===== src/rtl/hazard_scoreboard.sv =====
// hazard_scoreboard
//   Decode-stage hazard unit for the pipelined WISC core. A shift-register
//   scoreboard follows in-flight register writes from decode to writeback. A
//   countdown blocks issue for a fixed time after a control transfer issues.
//   Each cycle the unit decides whether the decode instruction issues or a NOP
//   bubble is injected, and it raises a one-cycle flush on redirect.
//
//   Ports:
//     clk, rst            clock, synchronous active-high reset
//     id_valid            decode holds a real instruction
//     id_rs / id_rs_rd    source Rs and its read enable
//     id_rt / id_rt_rd    source Rt and its read enable
//     id_rd_rd            destination field read as a source (ST/STU), compared as id_rt
//     id_wr_en/id_wr_reg  register write enable and destination
//     id_is_load          instruction is a load
//     id_is_ctrl          instruction is a branch/jump
//     ex_redirect         control transfer resolved, fetch is redirected
//     issue_o             decode instruction advances this cycle
//     stall_o             hold fetch/decode, inject a NOP into execute
//     flush_o             squash fetch and decode this cycle
//     busy_regs           bit i set while any valid entry writes register i
//     ctrl_busy           control countdown is nonzero
//
//   Optional macro HAZARD_FWD_EN: execute/memory forwarding is present, so only
//   a load in the youngest entry (load-use) causes a stall. When the macro is
//   undefined the unit is a full interlock.
module hazard_scoreboard #(
   parameter int unsigned REG_W      = 3,
   parameter int unsigned NUM_REGS   = 8,
   parameter int unsigned PIPE_DEPTH = 3,
   parameter int unsigned CTRL_LAT   = 4
) (
   input  logic                clk,
   input  logic                rst,
   input  logic                id_valid,
   input  logic [REG_W-1:0]    id_rs,
   input  logic                id_rs_rd,
   input  logic [REG_W-1:0]    id_rt,
   input  logic                id_rt_rd,
   input  logic                id_rd_rd,
   input  logic                id_wr_en,
   input  logic [REG_W-1:0]    id_wr_reg,
   input  logic                id_is_load,
   input  logic                id_is_ctrl,
   input  logic                ex_redirect,
   output logic                issue_o,
   output logic                stall_o,
   output logic                flush_o,
   output logic [NUM_REGS-1:0] busy_regs,
   output logic                ctrl_busy
);

   localparam int unsigned CNT_W = $clog2(CTRL_LAT + 1);

   // Entry 0 is the youngest; all entries shift toward PIPE_DEPTH-1 every cycle.
   logic [PIPE_DEPTH-1:0] r_valid;
   logic [PIPE_DEPTH-1:0] r_load;
   logic [REG_W-1:0]      r_reg [PIPE_DEPTH];
   logic [CNT_W-1:0]      r_ctrl_cnt;

   logic w_rt_used;
   logic w_raw_hit;
   logic w_unused_load;

   assign w_rt_used = id_rt_rd | id_rd_rd;

   // The load flag of the retiring entry is carried along but never consulted.
   assign w_unused_load = ^r_load;

   always_comb begin
      w_raw_hit = 1'b0;
`ifdef HAZARD_FWD_EN
      // Forwarding covers everything except a load that issued last cycle.
      if (r_valid[0] && r_load[0]) begin
         if (id_rs_rd && (id_rs == r_reg[0]))
            w_raw_hit = 1'b1;
         if (w_rt_used && (id_rt == r_reg[0]))
            w_raw_hit = 1'b1;
      end
`else
      // The oldest entry is excluded: the register file writes before it
      // reads, so the retiring value is already visible to decode.
      for (int unsigned i = 0; i < PIPE_DEPTH - 1; i++) begin
         if (r_valid[i]) begin
            if (id_rs_rd && (id_rs == r_reg[i]))
               w_raw_hit = 1'b1;
            if (w_rt_used && (id_rt == r_reg[i]))
               w_raw_hit = 1'b1;
         end
      end
`endif
   end

   always_comb begin
      busy_regs = '0;
      for (int unsigned i = 0; i < PIPE_DEPTH; i++) begin
         for (int unsigned j = 0; j < NUM_REGS; j++) begin
            if (r_valid[i] && (r_reg[i] == REG_W'(j)))
               busy_regs[j] = 1'b1;
         end
      end
   end

   assign ctrl_busy = (r_ctrl_cnt != '0);
   assign flush_o   = ex_redirect;
   assign stall_o   = id_valid & ~ex_redirect & (w_raw_hit | ctrl_busy);
   assign issue_o   = id_valid & ~ex_redirect & ~stall_o;

   always_ff @(posedge clk) begin
      if (rst) begin
         r_valid    <= '0;
         r_ctrl_cnt <= '0;
      end else begin
         // A stalled, squashed or absent instruction shifts in as a bubble.
         r_valid <= {r_valid[PIPE_DEPTH-2:0], issue_o & id_wr_en};
         if (ex_redirect)
            r_ctrl_cnt <= '0;
         else if (issue_o && id_is_ctrl)
            r_ctrl_cnt <= CNT_W'(CTRL_LAT);
         else if (r_ctrl_cnt != '0)
            r_ctrl_cnt <= r_ctrl_cnt - CNT_W'(1);
      end
   end

   // Payload is only meaningful alongside its valid bit, so it needs no reset.
   always_ff @(posedge clk) begin
      r_load   <= {r_load[PIPE_DEPTH-2:0], id_is_load};
      r_reg[0] <= id_wr_reg;
      for (int unsigned i = 1; i < PIPE_DEPTH; i++)
         r_reg[i] <= r_reg[i-1];
   end

endmodule


===== config.mk =====
export PLATFORM = sky130hd
export DESIGN_NAME = hazard_scoreboard
export DESIGN_NICKNAME = d
export VERILOG_FILES = /design/src/rtl/hazard_scoreboard.sv
export SDC_FILE = /design/constraint.sdc
export NUM_CORES = 1
export LEC_CHECK = 0
export BUFFER_PORTS_ARGS = -buffer_cell sky130_fd_sc_hd__buf_2
export CAP_MARGIN = 20
export CORE_ASPECT_RATIO = 1.25
export CORE_MARGIN = 10
export CORE_UTILIZATION = 25
export DETAILED_ROUTE_END_ITERATION = 8
export GPL_ROUTABILITY_DRIVEN = 0
export PLACE_DENSITY = 0.53
export SYNTH_ARGS = -nofsm -noshare
export SYNTH_HDL_FRONTEND = slang
export SYNTH_SLANG_ARGS = --single-unit

===== constraint.sdc =====
create_clock -name clk -period 2.16 [get_ports clk]
set_clock_uncertainty 0.1 [all_clocks]
set_input_delay 0.108 -clock clk [delete_from_list [all_inputs] [get_ports clk]]
set_output_delay 0.108 -clock clk [all_outputs]
set_load 0.05 [all_outputs]

==> impl_results.html <==
<table>
<tr><th>Metric</th><th>Value</th></tr>
<tr><th colspan="2">Status</th></tr>
<tr><td>Result of the run</td><td>finished, violations left</td></tr>
<tr><td>Violated checks</td><td>hold timing</td></tr>
<tr><th colspan="2">Timing</th></tr>
<tr><td>Number of max-slew violations in the final report</td><td>0</td></tr>
<tr><td>Final WS setup</td><td>roughly 0.11 ns</td></tr>
<tr><td>Actual slew at the worst max-slew pin</td><td>roughly 0.33 ns</td></tr>
<tr><td>Max-slew headroom</td><td>between 70% and 80%</td></tr>
<tr><td>Post-route setup TNS</td><td>0 ns</td></tr>
<tr><td>Final critical-path required period</td><td>2.048 ns</td></tr>
<tr><td>Number of setup violations in the final report</td><td>0</td></tr>
<tr><td>Final hold violations</td><td>2</td></tr>
<tr><td>Achievable clock frequency</td><td>488.2 MHz</td></tr>
<tr><td>Portion of the clock cycle consumed by the worst path in the final layout</td><td>94.83%</td></tr>
<tr><td>Smallest hold slack</td><td>-0.001881 ns</td></tr>
<tr><th colspan="2">Hold path</th></tr>
<tr><td>Capture endpoint of the worst hold path</td><td>r_valid[2]$_SDFF_PP0_</td></tr>
<tr><td>Worst hold path stage count</td><td>2</td></tr>
<tr><td>Worst hold start</td><td>rst</td></tr>
<tr><td>Worst hold path class</td><td>input port to flip-flop</td></tr>
<tr><th colspan="2">Die</th></tr>
<tr><td>Cell row count</td><td>24</td></tr>
<tr><td>Height of the chip</td><td>87.49 um</td></tr>
<tr><td>Die width</td><td>73.99 um</td></tr>
<tr><td>Initial core utilization</td><td>25.93%</td></tr>
<tr><td>Top-level port count</td><td>31</td></tr>
<tr><td>Core Area</td><td>around 0.0035 mm^2</td></tr>
<tr><td>Area enclosed by the die boundary</td><td>0.006473 mm^2</td></tr>
<tr><th colspan="2">Cells and area</th></tr>
<tr><td>Reg area</td><td>304.0 um^2</td></tr>
<tr><td>Fillcell total</td><td>between 300 and 400</td></tr>
<tr><td>Share of the core filled with cells in the final layout</td><td>about a third</td></tr>
<tr><td>Antenna diodes</td><td>0</td></tr>
<tr><td>Leading cell type in the layout, fill and taps excluded</td><td>sky130_fd_sc_hd__buf_2</td></tr>
<tr><td>Post-route cell area</td><td>0.001157 mm^2</td></tr>
<tr><td>Area of the multi-input gates</td><td>535.5 um^2</td></tr>
<tr><td>Synthesis-to-layout area growth</td><td>27.06%</td></tr>
<tr><td>Largest register FFs</td><td>9</td></tr>
<tr><td>Share of layout cells above drive strength 1</td><td>31.11%</td></tr>
<tr><td>Nets@finish</td><td>158</td></tr>
<tr><td>Commonest cells after routing, fill and taps aside</td><td>29 x sky130_fd_sc_hd__buf_2, 12 x sky130_fd_sc_hd__dfxtp_1, 10 x sky130_fd_sc_hd__xor2_1</td></tr>
<tr><th colspan="2">Power and ir drop</th></tr>
<tr><td>Power Density</td><td>595.2 mW/mm^2</td></tr>
<tr><td>Leakage dissipation</td><td>roughly 0.5 nW</td></tr>
<tr><td>Overall power</td><td>slightly below 700 uW</td></tr>
<tr><td>IR Drop Worst-Case VDD</td><td>0.4126 mV</td></tr>
<tr><th colspan="2">Setup path</th></tr>
<tr><td>Kind of start point of the critical path</td><td>flip-flop</td></tr>
<tr><td>Launching element of the worst setup path</td><td>r_reg[0][2]$_DFF_P_</td></tr>
<tr><td>Required time reported for the critical path endpoint</td><td>1.95 ns</td></tr>
<tr><td>Arrival time worst endpoint</td><td>between 1.5 and 2 ns</td></tr>
<tr><td>CP bufs+invs</td><td>1</td></tr>
<tr><td>Worst Setup Path Type</td><td>flip-flop to output pin</td></tr>
<tr><td>Cell-by-cell trace of the critical path</td><td>xor2_1, nor4_2, a21oi_2, a31oi_2, buf_2</td></tr>
<tr><td>Sort of element at the end of the critical path</td><td>output pin</td></tr>
<tr><td>Category of cells accounting for the largest share of critical-path delay</td><td>flip-flops</td></tr>
<tr><td>Worst setup slack for register-to-register paths</td><td>0.42 ns</td></tr>
<tr><td>Reg-to-reg critical path endpoint</td><td>r_ctrl_cnt[1]$_SDFFE_PP0P_</td></tr>
<tr><td>Max Fanout on Critical Path</td><td>8</td></tr>
<tr><td>Highest-delay cell along the critical path</td><td>sky130_fd_sc_hd__dfxtp_1</td></tr>
<tr><td>Slowest Stage Delay on Critical Path</td><td>0.48 ns</td></tr>
<tr><td>Depth of the worst register-to-register path</td><td>5</td></tr>
<tr><td>Reg2Reg Launch Point</td><td>r_reg[0][5]$_DFF_P_</td></tr>
<tr><th colspan="2">Global route</th></tr>
<tr><td>Global route total overflow</td><td>0</td></tr>
<tr><td>First-pass GRT wire length</td><td>3.753 mm</td></tr>
<tr><td>Number of antenna violations at the first check in global routing</td><td>0</td></tr>
<tr><td>All-layer global routing usage</td><td>7.177%</td></tr>
<tr><td>Number of global-route vias before repair</td><td>874</td></tr>
<tr><td>Maximum number of pins on one net before global-route repair</td><td>12</td></tr>
<tr><th colspan="2">Run</th></tr>
<tr><td>Max-cap violations</td><td>0</td></tr>
<tr><th colspan="2">Yosys</th></tr>
<tr><td>Post-synth net total</td><td>126</td></tr>
<tr><td>Adder-cell share of the synthesized area</td><td>4.121%</td></tr>
<tr><td>Cell count after synthesis</td><td>104</td></tr>
<tr><td>Mean instance size in the synthesized netlist</td><td>roughly 8.8 um^2</td></tr>
<tr><td>Synthesized area</td><td>910.9 um^2</td></tr>
<tr><td>Fraction of synthesized area in multiplexers</td><td>0%</td></tr>
<tr><td>Simple logic cell fraction of the synthesized area</td><td>between 20 and 30%</td></tr>
<tr><td>Number of warnings printed during yosys synthesis</td><td>0</td></tr>
<tr><td>Number of synthesized flops with an enable pin</td><td>0</td></tr>
<tr><td>Post-synthesis register bit count</td><td>15</td></tr>
<tr><td>Main combinational cell family by area after synthesis</td><td>simple AND/OR/NAND/NOR gates</td></tr>
<tr><td>Fraction of the mapped netlist area in compound gates</td><td>10.99%</td></tr>
<tr><td>Dominant register cell in the synthesized netlist</td><td>sky130_fd_sc_hd__dfxtp_1</td></tr>
<tr><td>Share of async-settable or async-resettable flops after synthesis</td><td>0%</td></tr>
<tr><td>Area share of xor/xnor cells in the synthesized design</td><td>12.50%</td></tr>
<tr><td>Proportion of synthesized chip area in sequential cells</td><td>32.97%</td></tr>
<tr><td>Count of cell types in the netlist</td><td>31</td></tr>
<tr><th colspan="2">Place</th></tr>
<tr><td>Placed wire-length estimate</td><td>~2 mm</td></tr>
<tr><td>Post-placement setup slack</td><td>0.3392 ns</td></tr>
<tr><td>Count of port buffers added during placement</td><td>29</td></tr>
<tr><td>Post-DP Area</td><td>0.001057 mm^2</td></tr>
<tr><th colspan="2">Drt</th></tr>
<tr><td>Pre-antenna DRT Iters</td><td>4</td></tr>
<tr><td>Routed Antenna Nets</td><td>0</td></tr>
<tr><td>Wire per inst</td><td>14.12 um</td></tr>
<tr><td>Overall via count from detail_route</td><td>865</td></tr>
<tr><td>Routed vias/inst</td><td>4.971</td></tr>
<tr><td>DR DRC count</td><td>0</td></tr>
<tr><td>DRC marker count from the first detailed-route iteration</td><td>45</td></tr>
<tr><td>Final routed wirelength across all metal layers</td><td>2.457 mm</td></tr>
<tr><th colspan="2">Clock network</th></tr>
<tr><td>CTS Root Cell</td><td>sky130_fd_sc_hd__clkbuf_8</td></tr>
<tr><td>TritonCTS Sinks</td><td>15</td></tr>
<tr><td>Number of clock buffers inserted by TritonCTS</td><td>3</td></tr>
<tr><td>H-tree level count</td><td>1</td></tr>
<tr><td>Number of setup buffers added after CTS</td><td>0</td></tr>
<tr><td>Bufs on Longest Clock Path</td><td>2</td></tr>
<tr><td>Clock transition time at the flip-flop clock pins of the worst setup and hold paths</td><td>0.06 ns</td></tr>
<tr><td>TritonCTS clock tree</td><td>built</td></tr>
<tr><td>Source-to-sink clock delay at the later pin of the worst-skew pair</td><td>0.24 ns</td></tr>
</table>
cells in the mapped netlist, types with 2 or more instances:
cell	instances	area, um^2
sky130_fd_sc_hd__a21oi_1	3	15.01
sky130_fd_sc_hd__buf_4	3	22.52
sky130_fd_sc_hd__buf_6	3	33.78
sky130_fd_sc_hd__dfxtp_1	15	300.3
sky130_fd_sc_hd__ha_1	3	37.54
sky130_fd_sc_hd__inv_1	8	30.03
sky130_fd_sc_hd__nand2_1	4	15.01
sky130_fd_sc_hd__nand2b_1	4	25.02
sky130_fd_sc_hd__nand3_1	2	10.01
sky130_fd_sc_hd__nand4_1	2	12.51
sky130_fd_sc_hd__nand4b_1	4	35.03
sky130_fd_sc_hd__nor2_1	9	33.78
sky130_fd_sc_hd__nor2b_1	2	12.51
sky130_fd_sc_hd__nor3_1	3	15.01
sky130_fd_sc_hd__nor3b_1	4	30.03
sky130_fd_sc_hd__nor4_1	4	25.02
sky130_fd_sc_hd__o311ai_0	4	35.03
sky130_fd_sc_hd__o31ai_1	3	22.52
sky130_fd_sc_hd__xnor2_1	3	26.28
sky130_fd_sc_hd__xor2_1	10	87.58
what timing repair did:
action                                  4_1_cts  5_1_grt
resized for setup                             0        5
hold endpoints to repair                      5        0
hold buffers                                  4        0
endpoints found under the setup margin        0        2
where the power goes:
part	internal, mW	total, mW	leakage, nW	switching, mW
Combinational	0.0617	0.154	0.348	0.0925
Sequential	0.292	0.316	0.125	0.0234
Clock	0.127	0.219	0.0255	0.0917
Total	0.481	0.689	0.498	0.208
metrics by stage:
| stage | instances | hold WS (ns) |
|---|---|---|
| after floorplan | 104 | 0.03572 |
| after global placement | 166 | 0.1152 |
| after detailed placement | 166 | 0.1164 |
| after CTS | 174 | 0.0003534 |
| after global routing | 174 | 0.006023 |
| final | 174 | -0.001881 |
worst max path at each step:
stage / end / slack, ns / depth (start not counted)
floorplan: busy_regs[5] / -0.34 / 2
global placement: stall_o / 0.31 / 5
detailed placement: issue_o / 0.34 / 7
CTS: stall_o / 0.07 / 5
global route: stall_o / -0.03 / 5
finish: stall_o / 0.11 / 5
area by class of cell:
type	instances	area share [%]
Clock buffer	3	3.568
Clock inverter	1	0.4324
Inverter	8	2.595
Multi-Input combinational cell	74	46.27
Sequential cell	15	26.27
Tap cell	39	4.216
Timing Repair Buffer	34	16.65
cell families (layout without fill, tap and decap cells):
kind of cell	Yosys count	count (layout)
AND/OR/NAND/NOR	44	44
XOR/XNOR	13	13
adder cells (fa/ha/maj)	3	3
flip-flops	15	15
buffers and inverters	15	46
AO/OA/AOI/OAI	14	14
per-layer routing:
metal | part of all wire (%) | up-vias | GRT usage, %
li1 | - | 426 | -
met1 | 45 | 410 | 8.219
met2 | 48 | 24 | 12.03
met3 | 5.6 | 5 | 2.169
met4 | 1.4 | 0 | 2.716
met5 | 0 | - | 0
Power figures use the tool's default switching activity.
